--- config.mk ---
export PLATFORM = sky130hd
export DESIGN_NAME = vpl_serial_addsub_flat
export DESIGN_NICKNAME = d
export VERILOG_FILES = /design/src/rtl/vpl_addsub_pkg.sv /design/src/rtl/vpl_serial_addsub_if.sv /design/src/rtl/vpl_nibble_slice.sv /design/src/rtl/vpl_serial_addsub.sv /design/src/flat_wrapper.sv
export SDC_FILE = /design/constraint.sdc
export NUM_CORES = 1
export LEC_CHECK = 0
export CORE_UTILIZATION = 51
export DETAILED_ROUTE_END_ITERATION = 10
export HOLD_SLACK_MARGIN = 0.1
export PLACE_DENSITY = 0.8
export SLEW_MARGIN = 20
export SYNTH_ARGS = -nofsm -noshare
export SYNTH_HDL_FRONTEND = slang
export SYNTH_SLANG_ARGS = --single-unit
--- constraint.sdc ---
create_clock -name clk -period 4.61 [get_ports clk]
set_clock_uncertainty 0.15 [all_clocks]
set_input_delay 0.6915 -clock clk [delete_from_list [all_inputs] [get_ports clk]]
set_output_delay 0.6915 -clock clk [all_outputs]
set_load 0.05 [all_outputs]
--- src/rtl/vpl_addsub_pkg.sv ---
// vpl_addsub_pkg: shared constants, FSM state type and overflow helper for the serial add/sub unit
package vpl_addsub_pkg;
  localparam int NIBBLE_W = 4;
  typedef enum logic [1:0] {IDLE, RUN, DONE} state_t;
  function automatic logic ovf_f(input logic a_msb, input logic b_msb, input logic s_msb);
    return (a_msb == b_msb) && (s_msb != a_msb);
  endfunction
endpackage

--- src/rtl/vpl_serial_addsub_if.sv ---
// vpl_serial_addsub_if: command/result valid-ready bundle for the serial add/sub unit
interface vpl_serial_addsub_if #(parameter int NIBBLES = 4);
  import vpl_addsub_pkg::*;
  localparam int W = NIBBLE_W * NIBBLES;
  logic         in_valid;
  logic         in_ready;
  logic [W-1:0] a;
  logic [W-1:0] b;
  logic         sub;
  logic         out_valid;
  logic         out_ready;
  logic [W-1:0] sum;
  logic         cout;
  logic         ovf;
  logic         zero;
  modport master(output in_valid, a, b, sub, out_ready, input in_ready, out_valid, sum, cout, ovf, zero);
  modport slave(input in_valid, a, b, sub, out_ready, output in_ready, out_valid, sum, cout, ovf, zero);
endinterface

--- src/rtl/vpl_nibble_slice.sv ---
// vpl_nibble_slice: 4-bit adder slice with carry-in and sub-controlled B inversion
module vpl_nibble_slice (
  input  logic [3:0] a4,
  input  logic [3:0] b4,
  input  logic       sub,
  input  logic       cin,
  output logic [3:0] s4,
  output logic       cout
);
  assign {cout, s4} = {1'b0, a4} + {1'b0, b4 ^ {4{sub}}} + {4'b0, cin};
endmodule

--- src/rtl/vpl_serial_addsub.sv ---
// vpl_serial_addsub: W-bit add/sub streamed one nibble per cycle through a single slice, LSB nibble first
module vpl_serial_addsub
  import vpl_addsub_pkg::*;
#(
  parameter int NIBBLES = 4
) (
  input logic               clk,
  input logic               rst,
  vpl_serial_addsub_if.slave bus
);
  localparam int W  = NIBBLE_W * NIBBLES;
  localparam int IW = NIBBLES > 1 ? $clog2(NIBBLES) : 1;
  state_t         r_state;
  state_t         w_next;
  logic [W-1:0]   r_a;
  logic [W-1:0]   r_b;
  logic [W-1:0]   r_sum;
  logic           r_sub;
  logic           r_carry;
  logic           r_cout;
  logic           r_ovf;
  logic           r_zero;
  logic [IW-1:0]  r_idx;
  logic [3:0]     w_a4;
  logic [3:0]     w_b4;
  logic [3:0]     w_s4;
  logic           w_c;
  logic           w_last;
  logic [W-1:0]   w_sum_next;
  assign w_a4   = r_a[r_idx*NIBBLE_W +: NIBBLE_W];
  assign w_b4   = r_b[r_idx*NIBBLE_W +: NIBBLE_W];
  assign w_last = r_idx == IW'(NIBBLES - 1);
  vpl_nibble_slice u_slice (
    .a4  (w_a4),
    .b4  (w_b4),
    .sub (r_sub),
    .cin (r_carry),
    .s4  (w_s4),
    .cout(w_c)
  );
  // full-width view of the sum with the current nibble merged, so zero sees the final nibble
  always_comb begin
    w_sum_next = r_sum;
    w_sum_next[r_idx*NIBBLE_W +: NIBBLE_W] = w_s4;
  end
  always_ff @(posedge clk) r_state <= rst ? IDLE : w_next;
  always_comb begin
    w_next = r_state == IDLE ? (bus.in_valid ? RUN : IDLE)
           : r_state == RUN  ? (w_last ? DONE : RUN)
           : (bus.out_ready ? IDLE : DONE);
  end
  always_comb begin
    bus.in_ready  = r_state == IDLE;
    bus.out_valid = r_state == DONE;
    bus.sum       = r_sum;
    bus.cout      = r_cout;
    bus.ovf       = r_ovf;
    bus.zero      = r_zero;
  end
  always_ff @(posedge clk) begin
    if (rst) begin
      r_a     <= '0;
      r_b     <= '0;
      r_sub   <= 1'b0;
      r_carry <= 1'b0;
      r_idx   <= '0;
      r_sum   <= '0;
      r_cout  <= 1'b0;
      r_ovf   <= 1'b0;
      r_zero  <= 1'b0;
    end else if (r_state == IDLE && bus.in_valid) begin
      r_a     <= bus.a;
      r_b     <= bus.b;
      r_sub   <= bus.sub;
      r_carry <= bus.sub;
      r_idx   <= '0;
    end else if (r_state == RUN) begin
      r_sum   <= w_sum_next;
      r_carry <= w_c;
      r_idx   <= r_idx + 1'b1;
      if (w_last) begin
        r_cout <= w_c;
        r_ovf  <= ovf_f(r_a[W-1], r_b[W-1] ^ r_sub, w_s4[3]);
        r_zero <= w_sum_next == '0;
      end
    end
  end
endmodule

--- src/flat_wrapper.sv ---
// flat-port wrapper written by rule: the top's interface ports become plain ports
module vpl_serial_addsub_flat import vpl_addsub_pkg::*;
#(
  parameter int NIBBLES = 4
)
  (clk, rst, bus_in_valid, bus_a, bus_b, bus_sub, bus_out_ready, bus_in_ready, bus_out_valid, bus_sum, bus_cout, bus_ovf, bus_zero);
  vpl_serial_addsub_if #(.NIBBLES(NIBBLES)) bus_i ();
  input logic clk;
  input logic rst;
  input wire logic [$bits(bus_i.in_valid)-1:0] bus_in_valid;
  input wire logic [$bits(bus_i.a)-1:0] bus_a;
  input wire logic [$bits(bus_i.b)-1:0] bus_b;
  input wire logic [$bits(bus_i.sub)-1:0] bus_sub;
  input wire logic [$bits(bus_i.out_ready)-1:0] bus_out_ready;
  output wire logic [$bits(bus_i.in_ready)-1:0] bus_in_ready;
  output wire logic [$bits(bus_i.out_valid)-1:0] bus_out_valid;
  output wire logic [$bits(bus_i.sum)-1:0] bus_sum;
  output wire logic [$bits(bus_i.cout)-1:0] bus_cout;
  output wire logic [$bits(bus_i.ovf)-1:0] bus_ovf;
  output wire logic [$bits(bus_i.zero)-1:0] bus_zero;
  assign bus_i.in_valid = bus_in_valid;
  assign bus_i.a = bus_a;
  assign bus_i.b = bus_b;
  assign bus_i.sub = bus_sub;
  assign bus_i.out_ready = bus_out_ready;
  assign bus_in_ready = bus_i.in_ready;
  assign bus_out_valid = bus_i.out_valid;
  assign bus_sum = bus_i.sum;
  assign bus_cout = bus_i.cout;
  assign bus_ovf = bus_i.ovf;
  assign bus_zero = bus_i.zero;
  vpl_serial_addsub #(.NIBBLES(NIBBLES)) u_core (.clk(clk), .rst(rst), .bus(bus_i));
endmodule
=== Word level (Yosys, flattened, before mapping) ===
Cells that the tools add are included.

* Flip-flop bits (word level): 57
* Output and inout bits: 21

* Add/sub/neg operators: 4
* Eq/ne operators: 5
* Shifts and indexed selects: 4
* Multiplexer cells: 8
* Bitwise logic cells: 3
* Reductions and logical operators: 8

{| class="wikitable"
|+ Operators by type and width
! cell !! count
|-
| 4-bit negator with 34-bit output || 1
|-
| 4-bit by 34-bit variable shift with 16-bit output (first input constant) || 1
|-
| 4-bit by 34-bit variable part select with 16-bit output || 1
|-
| 16-bit by 5-bit variable part select with 4-bit output || 2
|-
| 16-bit bitwise mux || 1
|-
| 16-bit logical NOT || 1
|-
| 2-bit two-way mux || 4
|-
| 4-bit by 4-bit adder with 5-bit output || 1
|-
| 5-bit by 1-bit adder with 5-bit output || 1
|-
| 2-bit == test (second input constant) || 2
|-
| 4-bit XOR || 1
|-
| 1-bit two-way mux || 3
|-
| 3-bit AND reduction || 1
|-
| 2-bit by 1-bit adder with 2-bit output (second input constant) || 1
|-
| 2-bit by 1-bit == test with 1-bit output (second input constant) || 1
|-
| 1-bit logical AND || 2
|-
| 2-bit logical NOT || 1
|-
| 2-bit AND reduction || 1
|-
| 2-bit nonzero test || 1
|-
| 2-bit OR reduction || 1
|-
| 1-bit == test || 1
|-
| 1-bit inequality test || 1
|-
| 1-bit NOT || 1
|-
| 1-bit XOR || 1
|}

=== Logic depth before layout (Yosys ltp) ===
Gate-level depths: netlist (run 1).

* Word-level depth: 7
* Gate-level depth with buffers: 11
* Mapped depth without buffers: 9

=== Modules after synthesis ===
A second synthesis (run 1) with hierarchy kept.

* Cell total of the unflattened synthesis: 318
* Area, all modules: 2,728.9 µm²

{| class="wikitable"
|+ Modules (own cells, without submodules)
! module !! instances !! cells an instance !! area an instance (µm²) !! seq. area each (µm²)
|-
| vpl_serial_addsub || 1 || 299 || 2,553.7 || 1,141.1
|-
| vpl_nibble_slice || 1 || 19 || 175.2 || 0.0
|}

=== Worst setup path before layout (run 1) ===
No wires, ideal clock.

* Path type: register to register
* Start: register u_core.r_idx[0]
* End: register u_core.r_zero (netlist: u_core.bus.zero)
* Library setup time: 0.087 ns
* Data arrival time: 3.098 ns
* Path slack: 1.275 ns
* Stages on the path, launching flop included: 11
* Period minus slack after synthesis: 3.335 ns
* Cell sequence: dfxtp_1 buf_6 mux4_2 xnor2_1 fa_1 fa_1 nor2_1 a31oi_1 nand2_1 or4_1 o31ai_1

* Cells in the longest elaborated chain, start to end: 7

{| class="wikitable"
|+ Ends and longest elaborated chain
! element !! RTL line !! text
|-
| start: declaration || vpl_serial_addsub.sv:23 || <nowiki>logic [IW-1:0] r_idx;</nowiki>
|-
| start signal: assignment || vpl_serial_addsub.sv:80 || <nowiki>r_idx <= r_idx + 1'b1;</nowiki>
|-
| 16-bit by 5-bit variable part select with 4-bit output || vpl_serial_addsub.sv:31 || <nowiki>assign w_b4 = r_b[r_idx*NIBBLE_W +: NIBBLE_W];</nowiki>
|-
| 4-bit XOR || vpl_nibble_slice.sv:10 || <nowiki>assign {cout, s4} = {1'b0, a4} + {1'b0, b4 ^ {4{sub}}} + {4'b0, cin};</nowiki>
|-
| 4-bit by 4-bit adder with 5-bit output || vpl_nibble_slice.sv:10 ||
|-
| 5-bit by 1-bit adder with 5-bit output || vpl_nibble_slice.sv:10 ||
|-
| 4-bit by 34-bit variable part select with 16-bit output || vpl_serial_addsub.sv:44 || <nowiki>w_sum_next[r_idx*NIBBLE_W +: NIBBLE_W] = w_s4;</nowiki>
|-
| 16-bit bitwise mux || vpl_serial_addsub.sv:44 ||
|-
| 16-bit logical NOT || vpl_serial_addsub.sv:84 || <nowiki>r_zero <= w_sum_next == '0;</nowiki>
|-
| end signal: assignment || vpl_serial_addsub.sv:70 || <nowiki>r_zero <= 1'b0;</nowiki>
|-
| end signal: assignment || vpl_serial_addsub.sv:84 ||
|-
| end: declaration || vpl_serial_addsub.sv:22 || <nowiki>logic r_zero;</nowiki>
|}

Parallel ways exist; a longest one is shown, timed or not.
A chain may end at the register's enable or synchronous reset.

=== Final worst setup path (run 1) ===
* Start: register u_core.r_idx[1]
* End: register u_core.r_zero (netlist: u_core.bus.zero)

Same word-level chain as after synthesis.

==> flow_summary.yaml, run 1 <==
worst_setup_path:
  critPathKind: "reg -> reg"
  cp_slowest_cell: "dfxtp_1"
  crit_arrival_ps: 3560
  path_common_cell: "fa_1"
  crit_required_ps: 4710
  path_max_fanout: 12
  slowest_delay_ps: 610
  r2r_slack_ps: 1150
  worst_setup_path_start_kind: "register"
  worstSetupEndpointType: "register"
  crit_chain: "mux4_2 -> xnor2_1 -> fa_1 -> fa_1 -> nor2_1 -> a41oi_1 -> nand4_1 -> or4_1 -> o31ai_1"
floorplan:
  rows: 26
  fp.coreArea_um2: 5140
  fp.dieW_um: 75.5
  initial_core_util_pct: 53.5
  ios: 58
  fp.dieArea_um2: 5690
  dieHeight_um: 75.5
power:
  max-vdd-ir-drop_mv: 0.188
  cellPowerDensity_nw_per_um2: 355
  p_comb_share_pct: 19.9
  p_switching_w: 0.000349
  power.internal_w: 0.000901
  leakage_nw: 1.33
  swShare_pct: 27.9
  p_clk_share_pct: 36.9
  pwr-share-seq_pct: 43.3
yosys:
  synth_area_leaders: "dfxtp_1, nand2_1, a21oi_1"
  avgSynthCellArea_um2: 8.44
  netlist_area_um2: 2750
  yosys_warnings: 0
  ys_seq_area_share_pct: 41.5
  syn_nets: 374
  syn_inst: 326
  synth_seq_cells: 57
  synth.top_cell.area_share_pct: 41.5
  yosysUniqueCellTypes: 43
  yosysTopAreaCell: "dfxtp_1"
global_routing:
  grt_pass1_vias: 2394
  grt_pass1_wl_mm: 10.7
  grt_max_degree: 59
  antenna_found_initial: 0
  grtUsageTotal_pct: 25.4
  overflow: 0
detailed_routing:
  vias: 2472
  via_per_inst: 5.52
  totalWireLength_mm: 6.34
  dr.pass1.iters: 4
  wl_per_cell_um: 14.2
  drt-initial-drc-count: 172
  ant_nets: 0
  drc: 0
clocking:
  cts_setup_buffers: 0
  ctsRootBufferMaster: "clkbuf_8"
  clock_path_buffers: 2
  cts_made_buffers: 9
  path_clk_slew_ps: 60
  tritoncts: "done"
  cts_resized: 0
  clk_latency_ps: 330
  cts_sinks: 57
  cts-htree-levels: 3
  holdBufCountCts: 0
placement:
  dp_hpwl_mm: 4.30
  io_buffers: 57
  pre_cts_ws_ps: 1170
  dp.cells: 433
  routabilityCongestion: 0.845
sta:
  hold_slack_ps: 306
  hold_viol: 0
  finalWorstSetupSlack_ps: 1150
  tightest_slew_ps: 1060
  fmax_ghz: 0.289
  final.setup.tns_ps: 0
  drv_slew: 0
  finalSetupViolCount: 0
  rsz0062_at_grt: "no"
  max_slew_margin_pct: 28.8
  finalCriticalPeriod_ps: 3460
  finalCritPeriodShare_pct: 75.0
finish:
  fin_util_pct: 68.5
  layout.nets: 422
  drive_gt1_share_pct: 7.41
  fin_cells: 448
  area.growth.synth_to_final_pct: 27.9
  n_antenna_cell: 0
flow_run:
  drv_cap: 0
status:
  status: "finished clean"
min_path:
  worst_hold_path_type: "reg -> reg"
[sequential cells by signal, summed over array words and instances, names as in the netlist]
name,count
u_core.bus.sum,16
u_core.r_a,16
u_core.r_b,16
u_core.r_idx,2
u_core.r_state,2
u_core.bus.cout,1
u_core.bus.ovf,1
u_core.bus.zero,1
u_core.r_carry,1
u_core.r_sub,1
[layer usage]
metal / up-vias / wire length, um / global-route usage, %
met5: - / 0 / 0
met4: 0 / 124 / 13.0
met3: 14 / 301 / 4.89
met2: 84 / 3250 / 44.8
met1: 1152 / 2670 / 29.4
li1: 1222 / - / -
[Yosys cell counts]
cell type  count
nand2_1       76
dfxtp_1       57
a21oi_1       42
nor2_1        29
clkbuf_1      18
nor2b_1       10
ha_1           9
a211oi_1       8
mux4_2         8
inv_1          7
xor2_1         5
a22oi_1        4
a31oi_1        4
a32oi_1        4
nor3_1         3
o21ai_0        3
xnor2_1        3
a41oi_1        2
and2_1         2
and2b_1        2
and3b_1        2
and4b_1        2
buf_6          2
fa_1           2
nand2b_1       2
nand3_1        2
nand3b_1       2
a2111oi_0      1
a21boi_0       1
buf_1          1
buf_2          1
mux2_4         1
mux2i_1        1
nand4_1        1
nor3b_1        1
nor4_1         1
nor4b_1        1
o211ai_1       1
o21bai_1       1
o22ai_1        1
o31a_1         1
o31ai_1        1
or4_1          1
[power by group through the flow]
stage                     Combinational, W  Sequential, W  Clock, W
final                             0.000249       0.000541  0.000461
after global routing              0.000272       0.000544  0.000486
after CTS                         0.000248       0.000541  0.000466
after detailed placement          0.000245       0.000551         0
after global placement            0.000240       0.000550         0
after floorplan                   0.000146       0.000571         0
[final timing paths]
check                                      from              end  cells past startpoint
worst max-delay path            u_core.r_idx[1]  u_core.bus.zero                      9
worst max register to register  u_core.r_idx[1]  u_core.bus.zero                      9
worst min register to register    u_core.r_b[0]    u_core.r_b[0]                      2
worst min-delay path              u_core.r_b[0]    u_core.r_b[0]                      2
[stage by stage]
step                total power, W  instance area [um^2]
floorplan                 0.000717                  2750
global placement          0.000790                  3320
detailed placement        0.000797                  3320
CTS                        0.00125                  3520
global route               0.00130                  3520
finish                     0.00125                  3520
[worst max-delay path: cells and delay by family, from the launching register on]
family / cells / cell delay, ps
AO/OA/AOI/OAI: 2 / 500
XOR/XNOR: 1 / 150
adder cells (fa/ha/maj): 2 / 950
flip-flops: 1 / 610
multiplexers: 1 / 390
AND/OR/NAND/NOR: 3 / 620
[placed cells by master (no fill, tap or decap), types with 3 or more instances in the layout]
| cell | Yosys | final |
|---|---|---|
| a211oi_1 | 8 | 8 |
| a21oi_1 | 42 | 42 |
| a22oi_1 | 4 | 4 |
| a31oi_1 | 4 | 4 |
| a32oi_1 | 4 | 4 |
| clkbuf_8 | 0 | 11 |
| clkdlybuf4s50_1 | 0 | 56 |
| dfxtp_1 | 57 | 57 |
| ha_1 | 9 | 9 |
| inv_1 | 7 | 7 |
| mux4_2 | 8 | 8 |
| nand2_1 | 76 | 76 |
| nor2_1 | 29 | 29 |
| nor2b_1 | 10 | 9 |
| nor3_1 | 3 | 3 |
| o21ai_0 | 3 | 3 |
| xnor2_1 | 3 | 3 |
| xor2_1 | 5 | 5 |
[cells by family after synthesis]
group	synth area share, %
flops	41.5
mux	7.46
fa+ha+maj	5.55
buf+inv	4.55
simple gates	22.2
compound gates	16.2
xor+xnor	2.55
[cell type report]
| class | instances | area [um^2] |
|---|---|---|
| repair buffers | 59 | 581 |
| multi-input cells | 240 | 1490 |
| clock buffers | 12 | 155 |
| flip-flops and latches | 57 | 1140 |
| fillers | 451 | 1620 |
| inverters | 7 | 26.3 |
| clock inverters | 3 | 40.0 |
| well taps | 70 | 87.6 |
(Power assumes the default switching activity.)
==> run 2: changes to the inputs <==
Clock period 4.61 ns to 3.5 ns, I/O delays scaled along.
==> flow_summary.yaml, run 2 (synthesis gave the netlist of run 1 again) <==
status:
  status: "finished clean"
floorplan:
  fp.coreArea_um2: 5140
  initial_core_util_pct: 53.5
  fp.dieW_um: 75.5
  dieHeight_um: 75.5
  rows: 26
  ios: 58
  fp.dieArea_um2: 5690
detailed_routing:
  vias: 2439
  via_per_inst: 5.40
  drt-initial-drc-count: 184
  ant_nets: 0
  wl_per_cell_um: 13.2
  totalWireLength_mm: 5.97
  drc: 0
  dr.pass1.iters: 5
sta:
  hold_viol: 0
  max_slew_margin_pct: 33.5
  rsz0062_at_grt: "no"
  finalSetupViolCount: 0
  final.setup.tns_ps: 0
  fmax_ghz: 0.302
  drv_slew: 0
  tightest_slew_ps: 997
  finalCritPeriodShare_pct: 94.8
  finalCriticalPeriod_ps: 3320
flow_run:
  drv_cap: 0
finish:
  final_area_um2: 3540
  regArea_um2: 1140
  n_antenna_cell: 0
  final_cell_mix: "nand2_1, dfxtp_1, clkdlybuf4s50_1, a21oi_1, nor2_1"
  fillers: 435
  layout.nets: 425
  drive_gt1_share_pct: 7.85
  area.growth.synth_to_final_pct: 28.6
  final_common_cell: "nand2_1"
  multiInputGateArea_um2: 1490
placement:
  routabilityCongestion: 0.847
  dp_hpwl_mm: 4.31
  place_area_um2: 3350
  io_buffers: 57
worst_setup_path:
  crit_chain: "mux4_2 -> xnor2_1 -> fa_1 -> fa_1 -> nor2_1 -> a41oi_1 -> nand4_1 -> or4_1 -> o31ai_1"
  worst_setup_path_start_kind: "register"
  crit_buf_inv: 0
  path_common_cell: "fa_1"
  cp_slowest_cell: "fa_1"
  crit_arrival_ps: 3420
  path_max_fanout: 3
  worstSetupEndpointType: "register"
  slowest_delay_ps: 530
  critPathKind: "reg -> reg"
  critical_path.top_delay_family: "adder cells"
  crit_required_ps: 3600
clocking:
  ctsRootBufferMaster: "clkbuf_8"
  holdBufCountCts: 0
  cts_sinks: 57
  cts_made_buffers: 9
  tritoncts: "done"
  cts_resized: 0
  cts_setup_buffers: 0
  cts-htree-levels: 3
  path_clk_slew_ps: 60
  clk_latency_ps: 330
  clock_path_buffers: 2
power:
  cellPowerDensity_nw_per_um2: 459
  max-vdd-ir-drop_mv: 0.346
  leakage_nw: 1.34
global_routing:
  overflow: 0
  grt_max_degree: 59
  grt_pass1_vias: 2300
  grt_pass1_wl_mm: 10.5
  grtUsageTotal_pct: 24.7
  antenna_found_initial: 0
min_path:
  worst_hold_path_type: "reg -> reg"
[run 2: changes by cell type in the layout (fill, tap and decap cells not counted)]
cell / change
nand2_2: +1
buf_4: +3
clkbuf_1: +2
clkbuf_8: -1
and2_1: +1
nand2_1: -1
and2_2: -1
[run 2: per-stage QoR]
| stage | total power, W | setup WS [ps] | instances | hold slack, ps | utilization (%) |
|---|---|---|---|---|---|
| after global routing | 0.00171 | 85.6 | 452 | 320 | 68.8 |
| final | 0.00162 | 183 | 452 | 303 | 68.8 |
| after CTS | 0.00164 | 211 | 452 | 305 | 68.8 |
| after detailed placement | 0.00105 | 227 | 436 | 297 | 65.1 |
| after floorplan | 0.000945 | 165 | 326 | 283 | - |
| after global placement | 0.00104 | 287 | 436 | 293 | 65.1 |
[run 2: cell type report]
cell class,count,share of cell area [%]
clock inverters,3,1.13
clock buffers,13,4.21
multi-input cells,240,42.1
repair buffers,62,17.0
well taps,70,2.48
inverters,7,0.743
flip-flops and latches,57,32.3
[run 2: metal layers]
metal  wire [um]  track usage, %
met4          71            8.44
met2        3020            42.2
met1        2570            28.7
met5           0               0
met3         301            8.86
[run 2: power breakdown]
part           internal (W)  total (W)  switching, W
registers          0.000687   0.000711     0.0000243
logic              0.000141   0.000328      0.000187
clock network      0.000346   0.000585      0.000238
[run 2: worst reg2reg max path, cell delays in order, from the launching register on]
cell	delay (ps)
dfxtp_1	340
mux4_2	510
xnor2_1	150
fa_1	410
fa_1	530
nor2_1	80
a41oi_1	280
nand4_1	140
or4_1	410
o31ai_1	230
[run 2: path summary, 6_finish.rpt]
path,start,cells past startpoint,endpoint,slack [ps]
min,u_core.r_a[12],2,u_core.r_a[12],300
max,u_core.r_idx[0],9,u_core.bus.zero,180
min reg2reg,u_core.r_a[12],2,u_core.r_a[12],300
max reg2reg,u_core.r_idx[0],9,u_core.bus.zero,180
